**src/rtl/display_select_sequencer.sv**
```systemverilog
// Steps the debug display mux through its eight sources, manually via debounced buttons or on a dwell timer.
// Latency: button press to select is 2 + DEBOUNCE_CYCLES + 2 cycles; state changes reach outputs on the next edge.
// Backpressure: none; display_valid drops for two edges after any select or enable change.
module display_select_sequencer #(
  parameter int DEBOUNCE_CYCLES = 500000,
  parameter int DWELL_CYCLES    = 50000000,
  parameter int CNT_W           = 26
) (
  input  logic        clock,
  input  logic        reset,
  input  logic        btn_next,
  input  logic        btn_prev,
  input  logic        auto_mode,
  input  logic        blank,
  output logic [10:0] select,
  output logic        mux_enable,
  output logic        display_valid,
  output logic [2:0]  index
);

  typedef enum logic [1:0] {MANUAL, AUTO, BLANK} state_t;

  state_t           state, state_nxt;
  logic [1:0]       sync1, sync2, stable, stable_d, pulse;
  logic [CNT_W-1:0] db_cnt [2];
  logic [CNT_W-1:0] dwell, dwell_nxt;
  logic [2:0]       idx_nxt;
  logic [10:0]      sel_nxt;
  logic             en_nxt;
  logic             settle;
  logic             step_next, step_prev, btn_step;

  // Bit 0 carries the next button, bit 1 the prev button.
  always_ff @(posedge clock) begin
    if (reset) begin
      sync1    <= '0;
      sync2    <= '0;
      stable   <= '0;
      stable_d <= '0;
      pulse    <= '0;
      for (int i = 0; i < 2; i++) db_cnt[i] <= '0;
    end else begin
      sync1    <= {btn_prev, btn_next};
      sync2    <= sync1;
      stable_d <= stable;
      pulse    <= stable & ~stable_d;
      for (int i = 0; i < 2; i++) begin
        if (sync2[i] == stable[i]) begin
          db_cnt[i] <= '0;
        end else if (db_cnt[i] == CNT_W'(DEBOUNCE_CYCLES - 1)) begin
          stable[i] <= sync2[i];
          db_cnt[i] <= '0;
        end else begin
          db_cnt[i] <= db_cnt[i] + CNT_W'(1);
        end
      end
    end
  end

  assign step_next = pulse[0] & ~pulse[1];
  assign step_prev = pulse[1] & ~pulse[0];
  assign btn_step  = pulse[0] ^ pulse[1];

  always_comb begin
    state_nxt = blank ? BLANK : (auto_mode ? AUTO : MANUAL);
    idx_nxt   = index;
    dwell_nxt = '0;
    case (state_nxt)
      MANUAL: begin
        if (step_next)      idx_nxt = index + 3'd1;
        else if (step_prev) idx_nxt = index - 3'd1;
      end
      AUTO: begin
        // A button step replaces the dwell step; entry into AUTO restarts the dwell.
        if (btn_step) begin
          idx_nxt = step_next ? index + 3'd1 : index - 3'd1;
        end else if (state == AUTO) begin
          if (dwell == CNT_W'(DWELL_CYCLES - 1)) idx_nxt = index + 3'd1;
          else                                   dwell_nxt = dwell + CNT_W'(1);
        end
      end
      default: ;
    endcase
    sel_nxt = (idx_nxt == 3'd0) ? 11'd0 : 11'd9 + {8'd0, idx_nxt};
    en_nxt  = (state_nxt == BLANK);
  end

  always_ff @(posedge clock) begin
    if (reset) begin
      state         <= MANUAL;
      index         <= 3'd0;
      select        <= 11'd0;
      mux_enable    <= 1'b0;
      dwell         <= '0;
      settle        <= 1'b0;
      display_valid <= 1'b0;
    end else begin
      state      <= state_nxt;
      index      <= idx_nxt;
      select     <= sel_nxt;
      mux_enable <= en_nxt;
      dwell      <= dwell_nxt;
      // The mux registers select one edge later, so valid needs two quiet edges.
      if (sel_nxt != select || en_nxt != mux_enable || en_nxt) begin
        settle        <= 1'b0;
        display_valid <= 1'b0;
      end else begin
        settle        <= 1'b1;
        display_valid <= settle;
      end
    end
  end

endmodule

```
**config.mk**
```make
export PLATFORM = sky130hd
export DESIGN_NAME = display_select_sequencer
export DESIGN_NICKNAME = d
export VERILOG_FILES = /design/src/rtl/display_select_sequencer.sv
export SDC_FILE = /design/constraint.sdc
export NUM_CORES = 1
export LEC_CHECK = 0
export ABC_AREA = 1
export BUFFER_PORTS_ARGS = -buffer_cell sky130_fd_sc_hd__buf_2
export CAP_MARGIN = 15
export CORE_MARGIN = 2
export CORE_UTILIZATION = 60
export CTS_BUF_LIST = sky130_fd_sc_hd__clkbuf_16
export DETAILED_ROUTE_END_ITERATION = 6
export PLACE_DENSITY = 0.87
export SYNTH_ARGS = -nofsm -noshare
export SYNTH_HDL_FRONTEND = slang
export SYNTH_SLANG_ARGS = --single-unit
export TNS_END_PERCENT = 20
```
**constraint.sdc**
```tcl
create_clock -name clock -period 4.95 [get_ports clock]
set_clock_uncertainty 0.05 [all_clocks]
set_input_delay 0.99 -clock clock [delete_from_list [all_inputs] [get_ports clock]]
set_output_delay 0.99 -clock clock [all_outputs]
set_load 0.01 [all_outputs]
```
## Yosys cells after proc, flatten, opt, wreduce, memory -nomap -nowiden

Memory sizes are Yosys's and may differ from the RTL's.
Index checks and enable logic that the tools add are counted.
W data, S select, Z words.

| cells by class | value |
|---|---|
| equality and inequality tests | 10 |
| bitwise operators | 17 |
| shift operators | 0 |
| magnitude comparators | 0 |
| reductions and logical operators | 8 |
| $add $sub $neg | 6 |
| muxes and demuxes | 41 |
| $mul | 0 |
| div/mod/pow operators | 0 |

Operator list:

| operator | count |
|---|---|
| $mux W26 | 6 |
| $add A26 B1 Y26 const B | 3 |
| $eq A26 B19 Y1 const B | 2 |
| $eq A26 B26 Y1 const B | 1 |
| $mux W1 | 26 |
| $mux W3 | 6 |
| $ne A5 B11 Y1 | 1 |
| $not A1 Y1 | 6 |
| $or A1 B1 Y1 | 6 |
| $pmux W3 S2 | 1 |
| $add A4 B3 Y5 const A | 1 |
| $mux W5 | 1 |
| $reduce_or A5 Y1 | 1 |
| $eq A2 B1 Y1 const B | 2 |
| $reduce_and A2 Y1 | 2 |
| $add A3 B1 Y3 const B | 1 |
| $logic_not A3 Y1 | 1 |
| $sub A3 B1 Y3 const B | 1 |
| $and A1 B1 Y1 | 2 |
| $and A2 B2 Y2 | 1 |
| $eq A1 B1 Y1 | 2 |
| $eq A2 B2 Y1 const B | 1 |
| $logic_not A2 Y1 | 1 |
| $logic_or A1 B1 Y1 | 2 |
| other kinds (5) | 5 |

| word-level totals | value |
|---|---|
| bits in latches | 0 |
| logic and storage cells | 96 |
| memory bits (writable) | 52 |
| bits in registers | 55 |
| output and inout port bits | 16 |
| input bits | 6 |
| memories kept | 1 |
| ROM bits | 0 |

Memory list:

| memory | depth | width | rd ports | clocked after Yosys merged registers in | write ports | RTL line | text |
|---|---|---|---|---|---|---|---|
| db_cnt | 2 | 26 | 2 | 0 | 2 | 25 | `logic [CNT_W-1:0] db_cnt [2];` |

## Depth between registers and ports, before layout

Gate-level depths: netlist of the first run.

| logic depth | value |
|---|---|
| depth in word-level cells | 11 |
| depth in mapped cells | 21 |
| gate-level depth less buffers | 20 |

## Least setup slack after synthesis of the first run

No wires, ideal clock.

| timing | value |
|---|---|
| kind | input -> register |
| start | in blank |
| end | reg display_valid |
| cell stages on the path | 11 |
| path buffers | 0 |
| required time | 4.836 ns |
| setup time | 0.064 ns |
| path slack | 2.435 ns |
| arrival | 2.401 ns |
| cells stage by stage | nor2_1 > o31ai_1 > a21oi_1 > a21oi_4 > ha_1 > xor2_1 > nor4_1 > nand2_1 > nor2_1 > nand3_1 > nor2_1 |

| between the ends | value |
|---|---|
| word-level cells in the longest chain between the ends | 9 |
| elaborated cells between the ends (all ways) | 13 |
| those cells by class | 1 x add/sub; 4 x eq/ne; 3 x mux; 5 x reduce/logical |

RTL lines:

| what | RTL line | text |
|---|---|---|
| start: declaration | 14 | `input logic blank,` |
| $mux W2 * | 65 | `state_nxt = blank ? BLANK : (auto_mode ? AUTO : MANUAL);` |
| $eq A2 B1 Y1 / $logic_not A2 Y1 (equally long branches) | 68 | `case (state_nxt)` |
| $pmux W3 S2 * | 68 |  |
| net idx_nxt[1] | 27 | `logic [2:0] idx_nxt;` |
| $add A4 B3 Y5 / $logic_not A3 Y1 (equally long branches) | 84 | `sel_nxt = (idx_nxt == 3'd0) ? 11'd0 : 11'd9 + {8'd0, idx_nxt};` |
| $mux W5 * | 84 |  |
| net sel_nxt[1] | 28 | `logic [10:0] sel_nxt;` |
| $ne A5 B11 Y1 * | 104 | `if (sel_nxt != select \|\| en_nxt != mux_enable \|\| en_nxt) begin` |
| $logic_or A1 B1 Y1 * (2 in series) | 104 |  |
| $reduce_or A2 Y1 (no source line) * | - |  |
| end signal: assignment | 109 | `display_valid <= settle;` |
| end: declaration | 17 | `output logic display_valid,` |

Mark *: on every way through the listed nets, which the timed path passes. The rest lies on a longest branch.
A chain may end at the register's enable or synchronous reset.

==> results of run 1 <==
==> critical path, cell delays in order, from the launching register on <==
cell and delay, ns:
edfxtp_1 0.39, nand2_1 0.12, nor2_1 0.15, inv_1 0.06, nor4_1 0.43, nand4_1 0.24, nand3_1 0.61, inv_1 0.29
o21ai_1 0.18, o21ai_1 0.09, o21a_1 0.13
==> layout by cell type, fill, tap and decap left out, types with 2 or more instances in the layout <==
| master | synthesis | layout |
|---|---|---|
| o21ai_0 | 12 | 12 |
| nor4_4 | 2 | 2 |
| nand2_2 | 9 | 9 |
| edfxtp_1 | 52 | 52 |
| o21ai_1 | 5 | 5 |
| ha_1 | 10 | 10 |
| a21oi_1 | 36 | 36 |
| inv_2 | 3 | 3 |
| buf_2 | 3 | 15 |
| nand3_2 | 3 | 3 |
| o31ai_1 | 3 | 3 |
| nor3_4 | 3 | 3 |
| or2_2 | 2 | 2 |
| nand3_1 | 35 | 35 |
| nor3_2 | 3 | 3 |
| o21a_1 | 4 | 4 |
| a211oi_1 | 2 | 2 |
| nor4_1 | 13 | 13 |
| inv_1 | 111 | 112 |
| nor2_4 | 2 | 2 |
| o21bai_1 | 2 | 2 |
| dfxtp_1 | 49 | 49 |
| conb_1 | 2 | 58 |
| nor3b_1 | 12 | 12 |
| nand4_1 | 19 | 19 |
| xnor2_1 | 7 | 7 |
| nand2_1 | 106 | 106 |
| clkbuf_16 | 0 | 11 |
| nor4_2 | 2 | 2 |
| xor2_1 | 13 | 13 |
| nor3_1 | 27 | 27 |
| nor2_1 | 112 | 112 |
| nor2_2 | 11 | 11 |
==> cell families after synthesis <==
kind of cell,count (synthesis)
xor gates and xnor gates,20
adders and majority gates,10
buffers and inverters,129
DFF,101
other,2
AOI/OAI and AO/OA,67
and+or+nand+nor,365
==> layer usage <==
metal / part of all wire (%) / track usage (%) / up-vias / routed length (um)
met3: 4.3 / 3.97 / 33 / 468
met2: 49 / 40.4 / 125 / 5430
met4: 3.1 / 9.17 / 0 / 338
li1: - / - / 2348 / -
met1: 43 / 27.2 / 2119 / 4770
met5: 0 / 0 / - / 0
==> how the worst max path moves through the flow <==
stage,from,to,depth (start not counted)
floorplan,blank,display_valid,11
CTS,db_cnt[1][12],db_cnt[1][22],9
detailed placement,reset,db_cnt[1][22],7
finish,db_cnt[1][16],db_cnt[1][22],10
global placement,blank,dwell[11],9
global route,db_cnt[1][12],db_cnt[1][22],9
==> cell usage after synthesis, types with 4 or more instances <==
cell type / count
inv_1: 111
xnor2_1: 7
o21ai_1: 5
nor2_2: 11
nor2_1: 112
buf_4: 6
nor3_1: 27
nand2_2: 9
nor4_1: 13
ha_1: 10
a21oi_1: 36
dfxtp_1: 49
edfxtp_1: 52
clkbuf_1: 5
o21ai_0: 12
nand2_1: 106
nor3b_1: 12
nand3_1: 35
o21a_1: 4
xor2_1: 13
nand4_1: 19
==> where the power goes <==
group | switching [uW] | internal, uW
sequential | 22.9 | 905
combinational | 72.9 | 34.1
clock | 310 | 406
total | 405 | 1340
==> registers in the layout, indices dropped and copies added (netlist names) <==
name           cells
index              3
mux_enable         1
dwell             26
stable             2
display_valid      1
sync1              2
state              2
settle             1
sync2              2
db_cnt            52
pulse              2
stable_d           2
select             5
==> final cells by class <==
type | instances | share of cell area (%)
flip-flops and latches | 101 | 41.0
clock buffers | 11 | 4.44
repair buffers | 15 | 1.21
clock inverters | 5 | 0.605
inverters | 114 | 6.90
well taps | 111 | 2.24
multi-input cells | 520 | 43.6
==> stage by stage <==
stage,utilization (%),instances,setup WS [ns]
final,68.1,877,1.98
after global routing,68.1,877,1.82
after CTS,68.1,877,2.07
after detailed placement,64.7,861,1.95
after global placement,64.7,861,2.02
after floorplan,-,750,2.44
==> flow_results.org, run 1 <==
** Logic synthesis
- Sequential-to-total area share from yosys stat :: a little under half
- Count of different cell masters after synthesis :: between 40 and 50
- A synthesized cell averages 8.00 um^2.
- edfxtp_1 takes more of the synthesized area than any other cell.
- Sorting the synthesized cells by area gives the leading types as edfxtp_1 28%, dfxtp_1 18%, nor2_1 7.6%, inv_1 7.5%, nand2_1 7.2%.
- Total of warnings raised by yosys :: 0
- Number of flops mapped to enable cells by yosys :: between 50 and 60
- The synthesized netlist devotes 32.6% of its cell area to simple gates.
- Synthesis handed over a netlist of 694 instances.
- Flip-flop cell with the highest count after synthesis :: edfxtp_1
- Of all flip-flops after synthesis, the portion carrying an async set or reset was 0%.
- Post-synth top area share :: around 28%
- By area, the combinational part of the netlist is dominated by simple AND/OR/NAND/NOR gates.
- Of the post-synthesis cell area, the part taken by muxes is 0%.
- After synthesis the cells add up to between 5000 and 6000 um^2.
- Of the total synthesized cell area, the portion taken by full adders, half adders and majority gates is approximately 2.3%.
- Xor and xnor fraction of the mapped netlist area :: about 3.2%
- The synthesized netlist devotes ~6.9% of its cell area to compound gates.
- The synthesized design contains approximately 100 register bits.

** STA
- The final number of max-transition violations was 0.
- The count of final hold-check violations is 0.
- Worst slack on hold paths :: 0.358 ns
- Max Clk Rate :: ~340 MHz
- Final Cycle Share :: 60.1%
- Shortest period the worst path allows :: 2.97 ns
- Measured against its own limit, the worst slew margin works out to a little under half.
- Setup repair after global routing missed its margin :: no
- Final sum of negative setup slack :: 0 ns
- Setup violation total in the final timing report :: 0
- Slew at the pin with the worst max-slew slack :: roughly 0.8 ns

** Global routing
- The initial antenna violation count came to 0.
- Wire length of the first global-routing pass :: 18.4 mm
- Global routing consumed, over all layers together, 22.7% of the routing resources.
- Overflow left after global routing :: 0
- Vias in the first global route :: about 4.3k
- Maximum number of pins on one net before global-route repair :: 25

** Worst setup path
- Worst reg2reg path depth :: 10
- The critical path in this run is classified as flip-flop to flip-flop.
- The worst setup path is captured at a flip-flop.
- Endpoint required time on the critical path :: 5.00 ns
- In this run the critical register-to-register path is captured at db_cnt[1][22].
- In this run the worst path has a maximum fanout of 19.
- The startpoint identified for the worst register-to-register timing path is db_cnt[1][16].
- WP data arrival :: 3.03 ns
- Startpoint type of the worst setup path :: flip-flop
- Worst setup slack for register-to-register paths :: ~2 ns

** CTS
- Number of buffers added by the clock tree synthesis step :: 9
- After clock tree synthesis, the repair step resized 0 gates.
- TritonCTS built the clock tree.
- Worst-Skew Late Latency :: between 0.3 and 0.4 ns
- CTS built an H-tree with a depth of 3.
- Clock-pin slew on the worst setup and hold paths :: roughly 0.070 ns
- After clock tree synthesis, the flow added hold-fix buffers numbering 0.
- Maximum buffer depth of the clock tree :: 2
- Root Driver :: clkbuf_16
- The number of setup buffers added after CTS is 0.
- The clock drives 101 sinks.

** Min path
- For hold timing, the worst endpoint is pulse[1].
- The worst hold path begins at stable_d[1].
- In this run the worst hold path is classified as flip-flop to flip-flop.
- Along the worst hold path, the cell count comes to 1.

** Pwr
- Leakage power summed over all cells :: about 0.0025 uW
- Overall power of the completed layout :: ~1700 uW
- For this design the ratio of total power to cell area is about 280 nW/um^2.
- Peak supply drop :: approximately 0.17 mV

** Place
- During placement, the flow inserted port buffers numbering 15.
- Placed Instance Area :: approximately 6000 um^2
- Once detailed placement completed, the half-perimeter wirelength came to between 8 and 9 mm.
- At the end of routability-driven placement, the weighted congestion stood at slightly above 0.9.

** Route
- For this run, design rule violations remaining after detail routing come to 0.
- Dividing the detail-routed wire length by the instance count gives around 13 um.
- The detail route stage leaves a number of antenna-violating nets equal to 0.
- After detailed routing, the total wire length is about 11 mm.
- The first detailed-routing pass ran for 5 iterations.
- The detailed router placed 4,625 vias in this run.
- Drt via density :: roughly 5.3
- The detailed router finished its first iteration with about 350 violations.

** Floorplanning
- The die covers roughly 10,000 um^2.
- After floorplanning, the core was divided into 35 placement rows.
- The floorplan step set the die height to between 100 and 150 um.
- Width of the die :: 100 um
- Floorplan core area :: between 9000 and 10,000 um^2
- Count of boundary I/O pins :: 22
- For this configuration, the core starts out at a cell density of approximately 61%.

** Final layout
- Area used by sequential logic in the layout :: roughly 2500 um^2
- Post-route cell area :: ~6200 um^2
- Syn-to-layout area delta :: 11.8%
- Counting the fill cells in the layout gives around 730.
- Of the cells placed in the final design, the portion with a size suffix greater than 1 is 9.66%.
- The final layout contains a little under 800 nets.
- 0 antenna diodes ended up in the layout.
- Multi-input gate area :: 2710 um^2

** Run
- Max-capacitance violation count :: 0

** Run status
- The flow ran to the end, and the final reports show no timing, DRC or antenna violations.
Power figures use the tool's default switching activity.
==> run 2, diff against run 1 <==
==> constraint.sdc (replaced) <==
create_clock -name clock -period 2.91 [get_ports clock]
set_clock_uncertainty 0.05 [all_clocks]
set_input_delay 0.582 -clock clock [delete_from_list [all_inputs] [get_ports clock]]
set_output_delay 0.582 -clock clock [all_outputs]
set_load 0.01 [all_outputs]
==> run 2 against run 1 <==
Critical path type unchanged. Critical endpoint is now display_valid. Critical path depth increased by 6. Clock-buffer cell count decreased by 2. First-iteration DRC count decreased by 56%. Sequential cell count unchanged. Sequential power increased by 70%. Register-to-register slack got worse by 1.7 ns. Clock power increased by 66%. Final cell count increased by 0.46%. Largest cell class unchanged. Hold slack got worse by 0.011 ns. Largest power group unchanged. Design area increased by 0.26%. Fmax increased by 13%.
==> flow_results.org, run 2 (synthesis results as in run 1) <==
** Run status
- Status :: complete, no violations

** Final layout
- N_diodes :: 0
- In the final layout, the share of cells above drive strength 1 is 10.1%.
- Flip-flop count of the largest register after layout :: 52
- In the final layout, the registers with the most flip-flops are db_cnt (52), dwell (26), select (5).
- In the layout the commonest cells are 113 x inv_1, 112 x nor2_1, 106 x nand2_1.
- The register with the most flip-flops in the final layout is db_cnt.
- Syn-to-layout area delta :: 12.1%
- Leaving out fill and tap cells, the most frequent cell in the layout is inv_1.
- The net count of the finished layout is about 780.

** STA
- Timing would allow up to ~380 MHz.
- Final sum of negative setup slack :: 0 ns
- Setup repair after global routing left no endpoint under its margin.
- The final number of max-transition violations is 0.
- Number of hold violations in the final report :: 0
- Dividing the final minimum period by the clock period gives 90.2%.
- Setup violation total in the final timing report :: 0
- The worst path in the final design needs a cycle of approximately 2.6 ns, including I/O delays and setup.

** Pwr
- The worst-case IR drop observed on VDD is roughly 0.30 mV.
- The clock network burns 40.2% of the power.
- Leakage power summed over all cells :: roughly 0.0025 uW
- Net switching share of the total power :: around a quarter
- Combinational cell fraction of total power :: about 6.4%
- Internal power comes to between 2000 and 2500 uW.
- In this run, flip-flops and latches consume between 50% and 60% of the power.
- In this run the power density over the cells is roughly 470 nW/um^2.
- Overall power of the completed layout :: between 2000 and 3000 uW
- Switching power of the nets :: just under 700 uW

** Route
- Detailed-route via count :: approximately 4.7k
- DR iter-0 viols :: 151
- For this run, the detailed router's first-pass iteration total came to 5.
- Drt via density :: between 5 and 6
- In the final routed layout, each cell accounts on average for 12.5 um.
- The detail route stage leaves a number of antenna-violating nets equal to 0.
- Detailed-route wire length :: roughly 11 mm
- DRC :: 0

** Place
- Buffers placed on the I/O ports in this run total 15.
- Sum of net half-perimeters after detailed placement :: a little over 8 mm
- At the end of routability-driven placement, the weighted congestion stood at 0.885.

** Worst setup path
- Traced cell by cell, the critical path runs through ha_1 > nand2_1 > nor2_2 > inv_1 > nor2_1 > nand3_2 > o21ai_1 > nand2_1 > a21oi_4 > ha_1 > xor2_1 > nor4_2 > nand2_1 > nor2_1 > nand3_1 > nor2_1.
- The most critical setup path has its startpoint at dwell[0].
- For the worst setup path, the data arrival time is around 2.9 ns.
- Worst setup slack for register-to-register paths :: 0.28 ns
- In this design, the largest share of critical-path delay is due to simple AND/OR/NAND/NOR gates.
- Category of the worst setup path capture point :: flip-flop
- Worst Path Buf+Inv :: 1
- The number of cells on the worst reg-to-reg path is 16.
- Worst R2R Start :: dwell[0]
- Max stage delay cell, worst path :: dfxtp_1
- The worst setup path is launched from a flip-flop.
- Reg2Reg Capture Point :: display_valid
- For the worst setup path, the data required time is 3.14 ns.
- Classification of the worst setup path :: flip-flop to flip-flop
- Along the worst path, the maximum fanout reaches 4.
- In this design, the stage delay of the slowest critical-path cell is 0.36 ns.

** Floorplanning
- Initial standard-cell utilization of the core :: about three fifths
- In this run the standard cell core region covers just over 9000 um^2.
- Overall die area :: roughly 10,000 um^2
- In this run the core area contains 35 standard-cell rows.
- Pin placement for this block handled 22 I/O pins.
- Width of the die :: 100 um
- Measured along the y axis, the die boundary spans about 100 um.

** Global routing
- Overflow left after global routing :: 0
- The initial antenna violation count came to 0.
- Wire length of the first global-routing pass :: a little under 20 mm
- Gr usage total :: 23.7%
- Maximum number of pins on one net before global-route repair :: 23
- The number of global-route vias before repair came to 4,537.

** CTS
- At the later pin of the worst-skew pair, clock insertion delay measures about 0.34 ns.
- Number of levels in the clock H-tree :: 3
- The cell sitting at the root of the clock tree is a clkbuf_16.
- TritonCTS clock tree :: done
- Maximum buffer depth of the clock tree :: 2
- # clock sinks :: around 100
- Hold repair after CTS inserted 0 buffers.
- Number of buffers added by the clock tree synthesis step :: 9
- Clock-pin slew on the worst setup and hold paths :: 0.07 ns
- Resize count post-CTS :: 0
- Post-CTS Setup Repair Bufs :: 0

** Min path
- Worst hold path endpoint :: pulse[0]
- Path category of the worst min-delay check :: flip-flop to flip-flop
- Beginning of the worst hold path :: stable_d[0]
- Along the worst hold path, the cell count comes to 1.

** Run
- Max-cap violations in this run came to 0.
[run 2: worst max-delay path by stage]
stage                     to  slack [ns]  depth (start not counted)
5_1_grt        display_valid        0.06                         16
3_3_place_gp   display_valid        0.42                         16
3_5_place_dp   display_valid        0.22                         16
2_1_floorplan  display_valid        0.55                         16
4_1_cts        display_valid        0.21                         16
6_report       display_valid        0.28                         16
[run 2: layer usage]
layer	GRT usage (%)	part of all wire (%)
met5	0	0
met4	9.59	2.0
met2	42.2	50
met1	28.9	44
met3	3.41	3.6
[run 2: power groups by stage]
stage          Sequential, uW  Combinational [uW]  Clock, uW
3_3_place_gp             1610                 173          0
6_report                 1580                 188       1190
3_5_place_dp             1610                 182          0
4_1_cts                  1580                 185       1210
2_1_floorplan            1600                 141          0
5_1_grt                  1580                 213       1250
[run 2: final cells by class]
| type | count | area, um^2 |
|---|---|---|
| well taps | 111 | 139 |
| multi-input cells | 520 | 2710 |
| clock inverters | 7 | 67.6 |
| fillers | 706 | 2890 |
| flip-flops and latches | 101 | 2540 |
| clock buffers | 9 | 225 |
| repair buffers | 19 | 105 |
| inverters | 114 | 428 |
[run 2: worst reg2reg max path: stages (launching register included)]
cell and delay, ns:
dfxtp_1 0.36, ha_1 0.18, nand2_1 0.08, nor2_2 0.14
inv_1 0.07, nor2_1 0.16, nand3_2 0.12, o21ai_1 0.15
nand2_1 0.11, a21oi_4 0.18, ha_1 0.28, xor2_1 0.18
nor4_2 0.15, nand2_1 0.08, nor2_1 0.10, nand3_1 0.09
nor2_1 0.08
[run 2: stage by stage]
stage	hold slack, ns	std cells	area [um^2]	util (%)	setup WS (ns)
after global placement	0.329	865	5920	65.0	0.418
after CTS	0.349	881	6210	68.2	0.215
after detailed placement	0.340	865	5920	65.0	0.221
final	0.347	881	6220	68.3	0.285
after floorplan	0.323	750	5760	-	0.549
after global routing	0.365	881	6220	68.3	0.0569
==> run 3, diff against run 2 <==
--- a/config.mk
+++ b/config.mk
@@ -8,11 +8,10 @@
 export ABC_AREA = 1
 export BUFFER_PORTS_ARGS = -buffer_cell sky130_fd_sc_hd__buf_2
 export CAP_MARGIN = 15
-export CORE_MARGIN = 2
 export CORE_UTILIZATION = 60
 export CTS_BUF_LIST = sky130_fd_sc_hd__clkbuf_16
 export DETAILED_ROUTE_END_ITERATION = 6
-export PLACE_DENSITY = 0.87
+export PLACE_DENSITY = 0.78
 export SYNTH_ARGS = -nofsm -noshare
 export SYNTH_HDL_FRONTEND = slang
 export SYNTH_SLANG_ARGS = --single-unit
==> run 3 against run 2 <==
Final cell count down 0.23%. First-iteration DRC count shrank 4.0%. Via count shrank 3.4%. Die area down 4.0%. Combinational power hardly changed. Hold slack improved by 0.0094 ns. Clock-buffer cell count unchanged. Wire length down 5.1%. Clock power is 4% lower. Critical path type unchanged. Critical endpoint is now db_cnt[1][22].
==> flow_results.org, run 3 (synthesis results as in run 1) <==
** Run status
- Status :: complete, no violations

** Final layout
- The largest registers in the layout are db_cnt (52), dwell (26), select (5).
- The top cell types in the final layout, fill and taps aside, are 111 x nor2_1, 110 x inv_1, 105 x nand2_1.
- Most common library cell in the layout ignoring fill and taps :: nor2_1
- Filler cell count in the final layout :: 720
- Fraction of layout cells with a size suffix above 1 :: between 10% and 20%
- The net count of the finished layout is approximately 780.
- The register with the most flip-flops in the layout has between 50 and 60 of them.
- The repair_antennas step left the layout with diodes totalling 0.
- Cells fill roughly 71% of the core in the end.
- More flip-flops sit in one register than any other, and that register is db_cnt.
- Syn-to-layout area delta :: 12.6%

** Worst setup path
- For the worst setup path, the data arrival time is 2.73 ns.
- Endpoint required time on the critical path :: around 3.0 ns
- Max stage delay cell, worst path :: edfxtp_1
- STA classifies the critical path startpoint as a flip-flop.
- The worst register-to-register path begins at db_cnt[1][15].
- Worst Path Buf+Inv :: 2
- The critical path goes through nand2_1 > nor2_1 > inv_1 > nor4_1 > nand4_1 > nand3_1 > inv_1 > o21ai_1 > o21ai_1 > o21a_1.
- In this run the critical register-to-register path is captured at db_cnt[1][22].
- Delay-heaviest family, CP :: simple AND/OR/NAND/NOR gates
- Of all nets on the critical path, the largest fanout is 10.
- Counting cells, the worst reg-to-reg path comes to 10.
- Slowest stage delay, CP :: 0.40 ns
- Worst setup slack for register-to-register paths :: between 0.2 and 0.25 ns
- STA classifies the critical path endpoint as a flip-flop.
- Classification of the worst setup path :: flip-flop to flip-flop

** Route
- Post-route antenna net violation count :: 0
- Summed over all layers, the routed wires come to ~10 mm.
- Summing over every cut layer, the via total after detailed routing is between 4k and 5k.
- After detailed routing, the average wire length per cell comes to approximately 12 um.
- After detailed routing, the number of vias per cell comes to a little over 5.
- The pre-antenna-repair detailed-routing pass consisted of 4 iterations.
- DRC :: 0
- DR iter-0 viols :: approximately 150

** Global routing
- For this run the aggregate overflow at the end of global routing stands at 0.
- Wire length of the first global-routing pass :: ~18 mm
- Entering global routing, the biggest net connects 23 pins.
- Gr usage total :: 23.0%
- Vias in the first global route :: around 4.3k
- The initial antenna violation count is 0.

** Floorplanning
- The die is 98.2 um wide.
- The floorplan has 34 rows.
- The initial utilization of the core area, before any placement, comes to 62.7%.
- The die covers approximately 9600 um^2.
- The core region is ~8800 um^2.
- Die height :: around 98 um
- Count of boundary I/O pins :: 22

** CTS
- Root Driver :: clkbuf_16
- # clock sinks :: ~100
- Worst-Skew Late Latency :: between 0.3 and 0.4 ns
- In this run the deepest clock path goes through 2 buffers.
- Clock-pin slew on the worst setup and hold paths :: 0.07 ns
- Number of levels in the clock H-tree :: 3
- Hold-fix buffer count after cts :: 0
- Number of buffers added by the clock tree synthesis step :: 9
- TritonCTS built the clock tree.

** Min path
- Worst hold path endpoint :: pulse[0]
- In this run the most critical hold path is launched from stable_d[0].
- Hold-critical path depth :: 1
- The worst hold path belongs to the class flip-flop to flip-flop.

** Pwr
- The worst-case IR drop observed on VDD is between 0.2 and 0.3 mV.
- For this design the static power due to leakage is 0.00249 uW.
- In this run the power density over the cells is approximately 470 nW/um^2.

** STA
- Setup slack after layout :: ~0.23 ns
- Final Cycle Share :: ~90%
- Setup violations remaining at the end of the flow were counted as 0.
- Shortest period the worst path allows :: between 2 and 3 ns
- The final number of max-transition violations is 0.
- Static timing analysis puts the maximum clock frequency at roughly 370 MHz.
- The count of final hold-check violations is 0.

** Run
- Max-capacitance violation count :: 0

** Place
- The HPWL after detailed placement is between 7 and 8 mm.
- Worst slack at placement :: 0.250 ns
- In this run the tool buffered the top-level ports with 15 buffer cells.
- At the end of routability-driven placement, the weighted congestion stood at about 0.83.
[run 3: how the worst max path moves through the flow]
| stage | startpoint | to | slack, ns | depth (start not counted) |
|---|---|---|---|---|
| final | db_cnt[1][15] | db_cnt[1][22] | 0.23 | 10 |
| after global routing | dwell[0] | display_valid | -0.006 | 16 |
| after CTS | dwell[0] | display_valid | 0.25 | 16 |
| after detailed placement | dwell[0] | display_valid | 0.25 | 16 |
| after global placement | dwell[0] | display_valid | 0.40 | 16 |
| after floorplan | dwell[0] | display_valid | 0.55 | 16 |
[run 3: timing repair]
item / in CTS / in global routing
buffers inserted: 0 / 1
gates resized for setup: 0 / 12
setup endpoints to repair: 0 / 2
[run 3: where the power goes]
part           total (uW)  internal (uW)  switching [uW]
clock                1140            594             548
sequential           1580           1540            37.2
combinational         190           63.7             127
[run 3: routing by layer]
layer	vias to the layer above	GRT usage [%]	wire length, um
met4	0	9.30	245
li1	2354	-	-
met2	62	41.8	5200
met5	-	0	0
met1	2066	27.1	4800
met3	23	3.72	248
[run 3: layout make-up]
| type | instances | area (um^2) | area share, % |
|---|---|---|---|
| Clock buffer | 9 | 225 | 3.60 |
| Clock inverter | 7 | 58.8 | 0.941 |
| Inverter | 114 | 428 | 6.85 |
| Multi-Input combinational cell | 520 | 2740 | 43.9 |
| Sequential cell | 101 | 2550 | 40.8 |
| Tap cell | 108 | 135 | 2.16 |
| Timing Repair Buffer | 20 | 113 | 1.80 |
[run 3: through the flow]
step                TNS (ns)  hold slack, ns  power [uW]  instances  cell area [um^2]
detailed placement         0           0.336        1780        862              5920
CTS                        0           0.364        2930        878              6200
global placement           0           0.332        1780        862              5920
global route        -0.00601           0.379        3020        879              6250
finish                     0           0.356        2910        879              6250
floorplan                  0           0.323        1740        750              5760
